===== config.mk =====
export PLATFORM = sky130hd
export DESIGN_NAME = ca_run_ctrl
export DESIGN_NICKNAME = d
export VERILOG_FILES = /design/src/rtl/ca_pkg.sv /design/src/rtl/ca_next.sv /design/src/rtl/ca_run_ctrl.sv
export SDC_FILE = /design/constraint.sdc
export NUM_CORES = 1
export LEC_CHECK = 0
export ABC_CLOCK_PERIOD_IN_PS = 7900
export BUFFER_PORTS_ARGS = -buffer_cell sky130_fd_sc_hd__buf_2
export CORE_MARGIN = 10
export CORE_UTILIZATION = 35
export CTS_BUF_LIST = sky130_fd_sc_hd__clkbuf_8
export DETAILED_ROUTE_END_ITERATION = 8
export GPL_TIMING_DRIVEN = 1
export PLACE_DENSITY = 0.61
export SETUP_SLACK_MARGIN = 0.3
export SYNTH_ARGS = -nofsm -noshare
export SYNTH_HDL_FRONTEND = slang
export SYNTH_HIERARCHICAL = 1
export SYNTH_SLANG_ARGS = --single-unit

===== constraint.sdc =====
create_clock -name clk -period 7.9 [get_ports clk]
set_input_delay 1.58 -clock clk [delete_from_list [all_inputs] [get_ports clk]]
set_output_delay 1.58 -clock clk [all_outputs]
set_load 0.02 [all_outputs]

===== src/rtl/ca_pkg.sv =====
// ca_pkg -- shared definitions for the cellular-automaton run controller.
//   CA_WIDTH   : default number of cells in the ring
//   CA_CNT_W   : default width of the step count / generation counter
//   ca_state_e : run-controller FSM state encoding
package ca_pkg;

  localparam int CA_WIDTH = 20;
  localparam int CA_CNT_W = 16;

  typedef enum logic [1:0] {
    ST_IDLE = 2'd0,
    ST_EMIT = 2'd1,
    ST_DONE = 2'd2
  } ca_state_e;

endpackage


===== src/rtl/ca_next.sv =====
// ca_next -- one generation of an elementary (Wolfram-rule) cellular
// automaton on a ring of WIDTH cells. Purely combinational.
//   rule [7:0]       : bit k is the next cell value for neighbourhood k
//   cur  [WIDTH-1:0] : current generation
//   nxt  [WIDTH-1:0] : next generation
// Neighbourhood of cell i is {cur[i+1], cur[i], cur[i-1]} with the indices
// wrapping around the ring, so cell i+1 is the "left" (most significant) bit.
module ca_next
  import ca_pkg::*;
#(
  parameter int WIDTH = CA_WIDTH
) (
  input  logic [7:0]       rule,
  input  logic [WIDTH-1:0] cur,
  output logic [WIDTH-1:0] nxt
);

  for (genvar i = 0; i < WIDTH; i++) begin : g_cell
    localparam int LEFT  = (i + 1) % WIDTH;
    localparam int RIGHT = (i + WIDTH - 1) % WIDTH;
    logic [2:0] nbh;
    assign nbh    = {cur[LEFT], cur[i], cur[RIGHT]};
    assign nxt[i] = rule[nbh];
  end

endmodule


===== src/rtl/ca_run_ctrl.sv =====
// ca_run_ctrl -- runs an elementary cellular automaton for a configured
// number of generations and streams every generation out.
//   clk, res            : clock, asynchronous active-high reset
//   cfg_valid/cfg_ready : run configuration handshake
//   cfg_rule/init/steps : rule number, generation 0, generations to advance
//   cfg_stop_fixed      : end the run early when next generation == current
//   abort               : cancel the current run (no done pulse)
//   out_valid/out_ready : generation output handshake
//   out_data/out_gen    : current generation and its index
//   done                : one-cycle pulse when a run completes
//   done_gen/done_fixed : index of the last emitted generation, fixed-point exit
//   dbg_state           : FSM state, for observation
//
// Handshakes: a transfer happens on a rising edge where valid and ready are
// both high. While out_valid is high and out_ready is low, out_data and
// out_gen are held stable. cfg_valid is only looked at in IDLE.
module ca_run_ctrl
  import ca_pkg::*;
#(
  parameter int WIDTH = CA_WIDTH,
  parameter int CNT_W = CA_CNT_W
) (
  input  logic             clk,
  input  logic             res,
  input  logic             cfg_valid,
  output logic             cfg_ready,
  input  logic [7:0]       cfg_rule,
  input  logic [WIDTH-1:0] cfg_init,
  input  logic [CNT_W-1:0] cfg_steps,
  input  logic             cfg_stop_fixed,
  input  logic             abort,
  output logic             out_valid,
  input  logic             out_ready,
  output logic [WIDTH-1:0] out_data,
  output logic [CNT_W-1:0] out_gen,
  output logic             done,
  output logic [CNT_W-1:0] done_gen,
  output logic             done_fixed,
  output logic [1:0]       dbg_state
);

  ca_state_e        fsm_q, fsm_d;
  logic [WIDTH-1:0] state_q, state_d;
  logic [CNT_W-1:0] gen_q, gen_d;
  logic [CNT_W-1:0] rem_q, rem_d;
  logic [7:0]       rule_q, rule_d;
  logic             stop_fixed_q, stop_fixed_d;
  logic [CNT_W-1:0] done_gen_q, done_gen_d;
  logic             done_fixed_q, done_fixed_d;

  logic [WIDTH-1:0] next_state;
  logic             is_fixed;

  ca_next #(.WIDTH(WIDTH)) u_next (
    .rule (rule_q),
    .cur  (state_q),
    .nxt  (next_state)
  );

  // Fixed-point exit reuses the single next-generation evaluation above.
  assign is_fixed = stop_fixed_q && (next_state == state_q);

  always_comb begin
    fsm_d        = fsm_q;
    state_d      = state_q;
    gen_d        = gen_q;
    rem_d        = rem_q;
    rule_d       = rule_q;
    stop_fixed_d = stop_fixed_q;
    done_gen_d   = done_gen_q;
    done_fixed_d = done_fixed_q;
    cfg_ready    = 1'b0;
    out_valid    = 1'b0;
    done         = 1'b0;

    case (fsm_q)
      ST_IDLE: begin
        cfg_ready = 1'b1;
        if (cfg_valid) begin
          rule_d       = cfg_rule;
          stop_fixed_d = cfg_stop_fixed;
          state_d      = cfg_init;
          rem_d        = cfg_steps;
          gen_d        = '0;
          fsm_d        = ST_EMIT;
        end
      end

      ST_EMIT: begin
        out_valid = 1'b1;
        // abort wins over an accepted generation in the same cycle
        if (abort) begin
          fsm_d = ST_IDLE;
        end else if (out_ready) begin
          // A fixed point coinciding with the last step still reports fixed.
          if ((rem_q == '0) || is_fixed) begin
            fsm_d        = ST_DONE;
            done_gen_d   = gen_q;
            done_fixed_d = is_fixed;
          end else begin
            state_d = next_state;
            gen_d   = gen_q + 1'b1;
            rem_d   = rem_q - 1'b1;
          end
        end
      end

      ST_DONE: begin
        done  = ~abort;
        fsm_d = ST_IDLE;
      end

      default: begin
        fsm_d = ST_IDLE;
      end
    endcase
  end

  always_ff @(posedge clk or posedge res) begin
    if (res) begin
      fsm_q        <= ST_IDLE;
      state_q      <= '0;
      gen_q        <= '0;
      rem_q        <= '0;
      rule_q       <= '0;
      stop_fixed_q <= 1'b0;
      done_gen_q   <= '0;
      done_fixed_q <= 1'b0;
    end else begin
      fsm_q        <= fsm_d;
      state_q      <= state_d;
      gen_q        <= gen_d;
      rem_q        <= rem_d;
      rule_q       <= rule_d;
      stop_fixed_q <= stop_fixed_d;
      done_gen_q   <= done_gen_d;
      done_fixed_q <= done_fixed_d;
    end
  end

  assign out_data   = state_q;
  assign out_gen    = gen_q;
  assign done_gen   = done_gen_q;
  assign done_fixed = done_fixed_q;
  assign dbg_state  = fsm_q;

endmodule


==> impl_metrics.env, run 1 <==
export IMPL_ant_nets=0
export IMPL_start_util_pct=35.5
export IMPL_async_reset_ff_share_pct=100
export IMPL_rsz0062_at_grt="no"
export IMPL_synth_cells=643
export IMPL_top_layer="met4"
export IMPL_fin_nets=773
export IMPL_min_path_cells=1
export IMPL_cts_root_buf="clkbuf_8"
export IMPL_crit_start="rule_q[5]"
export IMPL_drtIter0Drc=359
export IMPL_netlist_area_um2=5600
export IMPL_synth_edff_count=0
export IMPL_synthTopCellsByArea="dfrtp_1, a2111oi_0, nand2_1, nor2_1, nor4_1"
export IMPL_clk_pin_slew_worst_paths_ns=0.09
export IMPL_r2r_end="out_data[19]"
export IMPL_endpoint_kind="flip-flop"
export IMPL_required_ns=8.20
export IMPL_fin_ws_ns=3.64
export IMPL_grt_antenna_before_repair=0
export IMPL_max_slew_margin_rel_pct=29.4
export IMPL_crit_path_start_kind="flip-flop"
export IMPL_p_leak_nw=2.73
export IMPL_yosys_register_bits=80
export IMPL_worst_pin_slew_ns=1.06
export IMPL_crit_path_cell_trace="a2111oi_0 -> nor4_1 -> xor2_1 -> nor4_1 -> nand4_1 -> o21ai_2 -> buf_4 -> o22ai_1 -> nor2_1"
export IMPL_criticalPathCategory="flip-flop to flip-flop"
export IMPL_ff2ff_path_depth=9
export IMPL_vias=5373
export IMPL_cp_depth=9
export IMPL_grt_max_degree=81
export IMPL_clock_fmax_mhz=235
export IMPL_setup_viol=0
export IMPL_fin_crit_ns=4.26
export IMPL_place_ws_ns=3.76
export IMPL_cts_num_sinks=80
export IMPL_place_hpwl_um=12100
export IMPL_drive_above_1_share_pct=22.5
export IMPL_post_cts_resized=0
export IMPL_antenna_cells=0
export IMPL_firstDrtPassIters=5
export IMPL_slew_violations=0
export IMPL_die_y_um=147
export IMPL_slowest_stage="dfrtp_1"
export IMPL_drt_met1_wl_um=8020
export IMPL_area_growth_syn_to_layout_pct=12.8
export IMPL_gp_congestion=0.831
export IMPL_grt_overflow_total=0
export IMPL_critPathArrivalTime_ns=4.56
export IMPL_finClkSkew_ns=0.0105
export IMPL_die_area_um2=21500
export IMPL_powerDensity_nw_per_um2=269
export IMPL_synth_top_area_cell="dfrtp_1"
export IMPL_dr_wl_met3_um=1030
export IMPL_yosysSeqAreaShare_pct=35.7
export IMPL_fin_crit_sh_pct=53.9
export IMPL_yosysTopAreaCellShare_pct=35.7
export IMPL_critPathTopFamily="simple AND/OR/NAND/NOR gates"
export IMPL_clkLatencyLatePin_ns=0.38
export IMPL_syn_avg_cell_area_um2=8.72
export IMPL_holdBufCountCts=0
export IMPL_postCtsSetupBuffers=0
export IMPL_critPathMaxStageDelay_ns=0.88
export IMPL_hp_class="flip-flop to flip-flop"
export IMPL_synth_nets=696
export IMPL_totalWireLength_um=17500
export IMPL_rows=46
export IMPL_io_pins=108
export IMPL_met2_length_um=8200
export IMPL_hold_viol=0
export IMPL_grt_pass1_vias=5223
export IMPL_synth_flop_cell="dfrtp_1"
export IMPL_grt_pass1_wl_um=28700
export IMPL_critical_path_max_fanout=23
export IMPL_numCtsBuffers=9
export IMPL_status="finished, final reports clean"
export IMPL_cp_common_cell="nor4_1"
export IMPL_rr_startpoint="rule_q[5]"
export IMPL_htree_levels=3
export IMPL_via_per_inst=5.72
export IMPL_r2r_slack_ns=3.64
export IMPL_peakVddDrop_uv=80.7
export IMPL_die_x_um=147
export IMPL_drc_errors=0
export IMPL_drv_cap=0
export IMPL_grt_usage_pct=16.2
export IMPL_synth_warning_count=6
export IMPL_wire_per_inst_um=18.6
export IMPL_setup_tns_final_ns=0
export IMPL_coreArea_um2=15800
export IMPL_synth_cell_types=64
export IMPL_cp_endpoint="out_data[19]"
export IMPL_portBuffers=107
export IMPL_cts_buffer_depth=2
export IMPL_cts_tree="yes"
export IMPL_cp_buffers_inverters=1
cells by family after synthesis:
logic type	share of synthesized area, %
AOI/OAI and AO/OA	22.0
adders and majority gates	0.670
DFF	35.7
and+or+nand+nor	26.0
xor gates and xnor gates	3.28
muxes	5.00
buffers and inverters	7.37
Yosys cell counts (9+ instances only):
cell,number
dfrtp_1,80
nand2_1,69
nor2_1,66
a2111oi_0,48
nor4_1,26
o21ai_0,26
and3_1,22
nand2b_1,21
o22ai_1,19
inv_1,16
xnor2_1,16
clkbuf_1,15
buf_6,14
a21oi_1,13
mux2_2,12
and2b_1,11
nand3_1,11
and2_1,10
nand4_1,10
inv_2,9
final cells by class:
cell class | instances | area, um2
Fill cell | 1648 | 9450
Multi-Input combinational cell | 491 | 3190
Sequential cell | 80 | 2000
Timing Repair Buffer | 112 | 573
Tap cell | 216 | 270
Clock buffer | 10 | 138
Inverter | 26 | 98.8
Clock inverter | 5 | 50.0
worst min path at each step:
stage | from | endpoint | slack [ns]
floorplan | rule_q[1] | rule_q[1] | 0.46
global placement | done_gen[4] | done_gen[4] | 0.47
detailed placement | done_gen[0] | done_gen[0] | 0.47
CTS | done_gen[0] | done_gen[0] | 0.49
global route | done_gen[5] | done_gen[5] | 0.51
finish | done_gen[5] | done_gen[5] | 0.49
cells in the final DEF (no fill, tap or decap), types with 11 or more instances in the layout:
cell,instances
a2111oi_0,48
a21oi_1,13
and2b_1,11
and3_1,22
buf_2,107
dfrtp_1,80
inv_1,17
mux2_2,12
nand2_1,68
nand2b_1,21
nand3_1,11
nor2_1,66
nor4_1,26
o21ai_0,26
o22ai_1,19
xnor2_1,16
per-layer routing:
layer	GRT usage [%]	up-vias
met5	0	-
met2	25.5	160
met4	5.11	0
met3	3.92	16
li1	-	2573
met1	21.2	2624
power by group:
| part | switching, W | leakage [nW] | internal (W) |
|---|---|---|---|
| sequential | 0.000215 | 1.01 | 0.000476 |
| clock | 0.000159 | 0.101 | 0.000150 |
| combinational | 0.000395 | 1.62 | 0.000306 |
registers in the layout, summed over array words and instances, names as in the netlist:
signal / flops
stop_fixed_q: 1
out_data: 20
done_gen: 16
rule_q: 8
dbg_state: 2
done_fixed: 1
out_gen: 16
rem_q: 16
through the flow:
stage / instances / utilization [%] / power [W] / instance area, um2 / hold WS (ns)
after floorplan: 643 / - / 0.00122 / 5600 / 0.457
after global placement: 925 / 38.9 / 0.00139 / 6140 / 0.466
after detailed placement: 925 / 38.9 / 0.00140 / 6140 / 0.474
after CTS: 940 / 40.1 / 0.00171 / 6320 / 0.494
after global routing: 940 / 40.1 / 0.00183 / 6320 / 0.509
final: 940 / 40.1 / 0.00170 / 6320 / 0.489
Note: power is estimated with default switching activity, not from simulation.
==> run 2: changes to the inputs <==
--- a/config.mk
+++ b/config.mk
@@ -5,14 +5,15 @@
 export SDC_FILE = /design/constraint.sdc
 export NUM_CORES = 1
 export LEC_CHECK = 0
-export ABC_CLOCK_PERIOD_IN_PS = 7900
+export ABC_AREA = 1
+export ABC_CLOCK_PERIOD_IN_PS = 4250
 export BUFFER_PORTS_ARGS = -buffer_cell sky130_fd_sc_hd__buf_2
 export CORE_MARGIN = 10
 export CORE_UTILIZATION = 35
 export CTS_BUF_LIST = sky130_fd_sc_hd__clkbuf_8
 export DETAILED_ROUTE_END_ITERATION = 8
 export GPL_TIMING_DRIVEN = 1
-export PLACE_DENSITY = 0.61
+export PLACE_DENSITY = 0.6
 export SETUP_SLACK_MARGIN = 0.3
 export SYNTH_ARGS = -nofsm -noshare
 export SYNTH_HDL_FRONTEND = slang
==> constraint.sdc (replaced) <==
create_clock -name clk -period 4.25 [get_ports clk]
set_input_delay 0.85 -clock clk [delete_from_list [all_inputs] [get_ports clk]]
set_output_delay 0.85 -clock clk [all_outputs]
set_load 0.02 [all_outputs]
==> run 2 against run 1 <==
- first-iteration DRC count increased by 39%
- clock power increased by 99%
- critical endpoint is now out_valid
- highest routed layer unchanged
- global-route usage increased by 0.40 points
==> impl_metrics.env, run 2 <==
export IMPL_crit_path_cell_trace="nand2_2 -> buf_4 -> clkinv_1 -> buf_2"
export IMPL_clock_fmax_mhz=304
export IMPL_grt_max_degree=80
export IMPL_drtIter0Drc=499
export IMPL_synth_top_area_cell="dfrtp_1"
export IMPL_synth_warning_count=6
export IMPL_grt_usage_pct=16.6
export IMPL_portBuffers=107
export IMPL_total_power_w=0.00438
export IMPL_p_int_w=0.00205
export IMPL_criticalPathCategory="flip-flop to output pin"
export IMPL_vias=6800
export IMPL_swShare_pct=53.3
export IMPL_grt_overflow_total=0
export IMPL_htree_levels=3
export IMPL_die_y_um=158
export IMPL_synth_flop_cell="dfrtp_1"
export IMPL_post_cts_resized=0
export IMPL_peakVddDrop_uv=262
export IMPL_synth_cells=1079
export IMPL_setup_viol=0
export IMPL_yosysMostFrequentCell="nand2_1"
export IMPL_synth_compound_area_share_pct=4.53
export IMPL_synth_adder_area_share_pct=0.562
export IMPL_numCtsBuffers=9
export IMPL_critPathMaxStageDelay_ns=0.62
export IMPL_grt_pass1_vias=6517
export IMPL_endpoint_kind="output pin"
export IMPL_synth_xor_area_share_pct=1.57
export IMPL_cts_num_sinks=80
export IMPL_via_per_inst=4.93
export IMPL_synthTopCellsByArea="dfrtp_1, nand2_1, nand3_1, buf_6, inv_1"
export IMPL_synthMuxAreaShare_pct=1.52
export IMPL_fin_crit_sh_pct=77.3
export IMPL_yosysSeqAreaShare_pct=30.0
export IMPL_fin_nets=1193
export IMPL_hp_class="primary input to asynchronous set/reset pin"
export IMPL_yosys_top_cells_count="nand2_1, nand3_1, dfrtp_1, inv_1, nor2_1"
export IMPL_gp_congestion=0.837
export IMPL_ant_nets=0
export IMPL_mostFrequentLayoutCells="nand2_1, nand3_1, buf_2, dfrtp_1, inv_1"
export IMPL_coreArea_um2=18800
export IMPL_synth_nets=1132
export IMPL_hold_viol=0
export IMPL_place_hpwl_um=13900
export IMPL_critical_path_max_fanout=79
export IMPL_die_x_um=158
export IMPL_drv_cap=0
export IMPL_netlist_area_um2=6680
export IMPL_die_area_um2=25000
export IMPL_crit_path_start_kind="flip-flop"
export IMPL_start_util_pct=35.6
export IMPL_totalWireLength_um=20600
export IMPL_powerDensity_nw_per_um2=607
export IMPL_required_ns=3.40
export IMPL_synth_top_family_by_area="simple AND/OR/NAND/NOR gates"
export IMPL_rows=50
export IMPL_critPathArrivalTime_ns=2.43
export IMPL_yosysTopAreaCellShare_pct=30.0
export IMPL_slew_violations=0
export IMPL_setup_tns_final_ns=0
export IMPL_clk_pin_slew_worst_paths_ns=0.09
export IMPL_grt_antenna_before_repair=1
export IMPL_yosys_register_bits=80
export IMPL_firstDrtPassIters=5
export IMPL_cts_tree="yes"
export IMPL_slowest_stage="buf_4"
export IMPL_grt_pass1_wl_um=33800
export IMPL_fin_crit_ns=3.28
export IMPL_syn_avg_cell_area_um2=6.19
export IMPL_synth_cell_types=35
export IMPL_p_leak_nw=4.04
export IMPL_rsz0062_at_grt="no"
export IMPL_drive_above_1_share_pct=16.9
export IMPL_clkLatencyLatePin_ns=0.39
export IMPL_async_reset_ff_share_pct=100
export IMPL_yosys_area_share_simple_pct=47.6
export IMPL_layout_commonest_cell="nand2_1"
export IMPL_p_seq_share_pct=31.2
export IMPL_holdBufCountCts=0
export IMPL_area_growth_syn_to_layout_pct=7.90
export IMPL_synth_edff_count=0
export IMPL_drc_errors=0
export IMPL_max_slew_margin_rel_pct=28.6
export IMPL_postCtsSetupBuffers=0
export IMPL_status="finished, final reports clean"
export IMPL_largest_reg_flops=20
export IMPL_p_sw_w=0.00233
export IMPL_fin_hold_ws_ns=0.417
export IMPL_p_comb_share_pct=54.8
export IMPL_clkPwrFrac_pct=14.1
export IMPL_io_pins=108
export IMPL_worst_pin_slew_ns=1.07
export IMPL_wire_per_inst_um=14.9
export IMPL_finClkSkew_ns=0.0112
export IMPL_cts_root_buf="clkbuf_8"
export IMPL_cts_buffer_depth=2
==> run 2: cell types whose count changed after synthesis, sizes merged, moves of 12 or more <==
| cell | change |
|---|---|
| nand2b | -21 |
| xnor2 | -13 |
| nand2 | +458 |
| buf | +22 |
| and3 | -22 |
| o21ai | +12 |
| a2111oi | -54 |
| nor4 | -27 |
| inv | +69 |
| o22ai | -19 |
| nand3 | +146 |
==> run 2: through the flow <==
stage	area (um2)	worst slack (ns)	cells	util [%]
finish	7210	0.965	1380	38.4
global route	7210	0.735	1380	38.4
CTS	7210	0.929	1379	38.4
detailed placement	7000	1.09	1363	37.3
global placement	7000	1.16	1363	37.3
floorplan	6680	1.35	1079	-
==> run 2: metal layers <==
layer  vias to the layer above  wire [um]  track usage [%]
li1                       3482          -                -
met5                         -          0                0
met4                         0        197             3.79
met3                        10       1350             4.07
met1                      3114       9600             22.5
met2                       194       9420             25.8
==> run 2: logic make-up after synthesis <==
| family | Yosys count |
|---|---|
| buffers and inverters | 157 |
| muxes | 9 |
| DFF | 80 |
| adders and majority gates | 3 |
| and+or+nand+nor | 769 |
| xor gates and xnor gates | 12 |
| AOI/OAI and AO/OA | 49 |
==> run 2: cell type report <==
class | instances | area (um2)
fillers | 2128 | 11600
multi-input cells | 842 | 3730
flip-flops and latches | 80 | 2000
repair buffers | 112 | 573
inverters | 95 | 408
well taps | 234 | 293
clock buffers | 10 | 138
clock inverters | 6 | 67.6
diodes | 1 | 2.50
==> run 2: worst paths after layout <==
path,from,end,depth (start not counted),slack [ns]
hold reg to reg,done_gen[1],done_gen[1],2,0.47
setup reg to reg,rule_q[2],out_data[10],16,1.09
setup / recovery,dbg_state[0],out_valid,4,0.97
hold / removal,res,rule_q[6],2,0.42
max in group asynchronous,res,rem_q[6],3,3.07
min in group clk,done_gen[1],done_gen[1],2,0.47
==> run 2: power groups by stage <==
stage | registers, W | logic [W] | clock network, W
finish | 0.00137 | 0.00240 | 0.000615
global route | 0.00142 | 0.00277 | 0.000665
CTS | 0.00136 | 0.00240 | 0.000636
detailed placement | 0.00138 | 0.00239 | 0
global placement | 0.00137 | 0.00236 | 0
floorplan | 0.00123 | 0.00212 | 0
==> run 2: worst max-delay path: cells and delay by family (launching register included) <==
kind,cells,cell delay (ns)
DFF,1,0.43
buffers and inverters,3,1.50
and+or+nand+nor,1,0.10
==> run 3: changes to the inputs <==
--- a/config.mk
+++ b/config.mk
@@ -6,7 +6,7 @@
 export NUM_CORES = 1
 export LEC_CHECK = 0
 export ABC_AREA = 1
-export ABC_CLOCK_PERIOD_IN_PS = 4250
+export ABC_CLOCK_PERIOD_IN_PS = 3300
 export BUFFER_PORTS_ARGS = -buffer_cell sky130_fd_sc_hd__buf_2
 export CORE_MARGIN = 10
 export CORE_UTILIZATION = 35
==> constraint.sdc (replaced) <==
create_clock -name clk -period 3.3 [get_ports clk]
set_input_delay 0.66 -clock clk [delete_from_list [all_inputs] [get_ports clk]]
set_output_delay 0.66 -clock clk [all_outputs]
set_load 0.02 [all_outputs]
==> run 3 against run 2 <==
- clock skew barely moved
- first-iteration DRC count up 17%
- core utilization rose by 0.59 points
- wire length down 0.70%
- combinational power rose by 30%
- worst hold slack got worse by 0.055 ns
- largest cell class unchanged
- register-to-register slack got worse by 0.44 ns
- sequential cell count unchanged
- global-route usage shrank 0.32 points
- final cell count increased by 0.51%
- count of clock-buffer cells in the layout shrank 1
==> impl_metrics.env, run 3 (synthesis results as in run 2) <==
export IMPL_status="finished, final reports clean"
export IMPL_portBuffers=107
export IMPL_cp_common_cell="nand2_1"
export IMPL_post_cts_resized=0
export IMPL_worst_pin_slew_ns=0.764
export IMPL_critical_path_max_fanout=28
export IMPL_area_growth_syn_to_layout_pct=9.57
export IMPL_clkPwrFrac_pct=15.9
export IMPL_fin_hold_ws_ns=0.362
export IMPL_max_slew_margin_rel_pct=49.1
export IMPL_vias=6875
export IMPL_drt_met1_wl_um=9410
export IMPL_hold_viol=0
export IMPL_setup_tns_final_ns=0
export IMPL_peakVddDrop_uv=353
export IMPL_postCtsSetupBuffers=0
export IMPL_p_int_w=0.00279
export IMPL_clkLatencyLatePin_ns=0.38
export IMPL_rows=50
export IMPL_r2r_slack_ns=0.65
export IMPL_top_layer="met4"
export IMPL_fin_crit_sh_pct=80.4
export IMPL_ant_nets=0
export IMPL_numCtsBuffers=9
export IMPL_required_ns=3.57
export IMPL_grt_usage_pct=16.2
export IMPL_fin_area_um2=7320
export IMPL_slowest_stage="inv_1"
export IMPL_critPathMaxStageDelay_ns=0.44
export IMPL_grt_pass1_wl_um=33200
export IMPL_clk_pin_slew_worst_paths_ns=0.09
export IMPL_die_y_um=158
export IMPL_crit_path_start_kind="flip-flop"
export IMPL_layout_commonest_cell="nand2_1"
export IMPL_p_leak_nw=4.10
export IMPL_met2_length_um=9240
export IMPL_die_area_um2=25000
export IMPL_crit_path_cell_trace="inv_1 -> buf_4 -> nand2_1 -> nand3_1 -> nand2_1 -> nand2_1 -> nand2_1 -> inv_1 -> nand2_1 -> nand2_1 -> nand3_1 -> nor2_1 -> nand3_2 -> nand2_2 -> nand2_4 -> nand2_1 -> o21ai_2"
export IMPL_setup_viol=0
export IMPL_cts_root_buf="clkbuf_8"
export IMPL_swShare_pct=51.9
export IMPL_finClkSkew_ns=0.0114
export IMPL_via_per_inst=4.96
export IMPL_p_sw_w=0.00301
export IMPL_grt_antenna_before_repair=0
export IMPL_place_hpwl_um=14400
export IMPL_gp_congestion=0.871
export IMPL_criticalPathCategory="flip-flop to flip-flop"
export IMPL_io_pins=108
export IMPL_coreArea_um2=18800
export IMPL_dr_wl_met3_um=1570
export IMPL_holdBufCountCts=0
export IMPL_mostFrequentLayoutCells="nand2_1, nand3_1, buf_2, dfrtp_1, inv_1"
export IMPL_die_x_um=158
export IMPL_largest_reg_flops=20
export IMPL_drv_cap=0
export IMPL_ff2ff_path_depth=17
export IMPL_cts_buffer_depth=2
export IMPL_endpoint_kind="flip-flop"
export IMPL_placed_cell_area_um2=7080
export IMPL_totalWireLength_um=20400
export IMPL_critPathArrivalTime_ns=2.92
export IMPL_drc_errors=0
export IMPL_htree_levels=3
export IMPL_drive_above_1_share_pct=17.6
export IMPL_fin_nets=1202
export IMPL_rr_startpoint="rule_q[4]"
export IMPL_r2r_end="done_gen[7]"
export IMPL_start_util_pct=35.6
export IMPL_p_comb_share_pct=53.8
export IMPL_drtIter0Drc=584
export IMPL_hp_class="primary input to asynchronous set/reset pin"
export IMPL_p_seq_share_pct=30.3
export IMPL_clock_fmax_mhz=377
export IMPL_grt_pass1_vias=6434
export IMPL_grt_overflow_total=0
export IMPL_total_power_w=0.00580
export IMPL_powerDensity_nw_per_um2=792
export IMPL_critPathTopFamily="simple AND/OR/NAND/NOR gates"
export IMPL_cts_tree="yes"
export IMPL_fin_crit_ns=2.65
export IMPL_firstDrtPassIters=5
export IMPL_cp_buffers_inverters=3
export IMPL_wire_per_inst_um=14.7
export IMPL_antenna_cells=0
export IMPL_grt_max_degree=79
export IMPL_cts_num_sinks=80
export IMPL_slew_violations=0
export IMPL_rsz0062_at_grt="no"
export IMPL_cp_depth=17
-- run 3: changes by cell type in the layout (fill, tap and decap cells not counted), sizes merged --
cell	before	now
clkinv	4	2
bufinv	1	3
diode	1	0
clkbuf	10	9
buf	112	121
-- run 3: area by class of cell --
cell class                      instances  area, um2
Clock inverter                          6        115
Sequential cell                        80       2000
Fill cell                            2035      11400
Multi-Input combinational cell        842       3730
Timing Repair Buffer                  121        653
Tap cell                              234        293
Inverter                               95        408
Clock buffer                            9        124
-- run 3: through the flow --
| step | std cells | utilization, % | setup WS [ns] |
|---|---|---|---|
| global placement | 1372 | 37.7 | 0.733 |
| CTS | 1387 | 39.0 | 0.633 |
| detailed placement | 1372 | 37.7 | 0.685 |
| floorplan | 1079 | - | 0.588 |
| global route | 1387 | 39.0 | 0.327 |
| finish | 1387 | 39.0 | 0.647 |
-- run 3: how the worst max path moves through the flow --
stage / end / slack, ns / startpoint
global route: done_gen[7] / 0.33 / rule_q[4]
floorplan: dbg_state[0] / 0.59 / res
finish: done_gen[7] / 0.65 / rule_q[4]
CTS: out_data[0] / 0.63 / rule_q[4]
detailed placement: done_gen[7] / 0.68 / rule_q[4]
global placement: out_gen[1] / 0.73 / rule_q[4]
-- run 3: per-layer routing --
metal | vias to the layer above | track usage (%)
met5 | - | 0
met4 | 0 | 3.18
met3 | 19 | 4.02
met2 | 217 | 25.6
met1 | 3139 | 22.0
li1 | 3500 | -
-- run 3: power by group through the flow --
stage	logic (W)	clock network [W]	registers [W]
after global placement	0.00309	0	0.00177
after detailed placement	0.00311	0	0.00177
after floorplan	0.00273	0	0.00158
after global routing	0.00361	0.000982	0.00182
after CTS	0.00313	0.000944	0.00175
final	0.00312	0.000920	0.00176
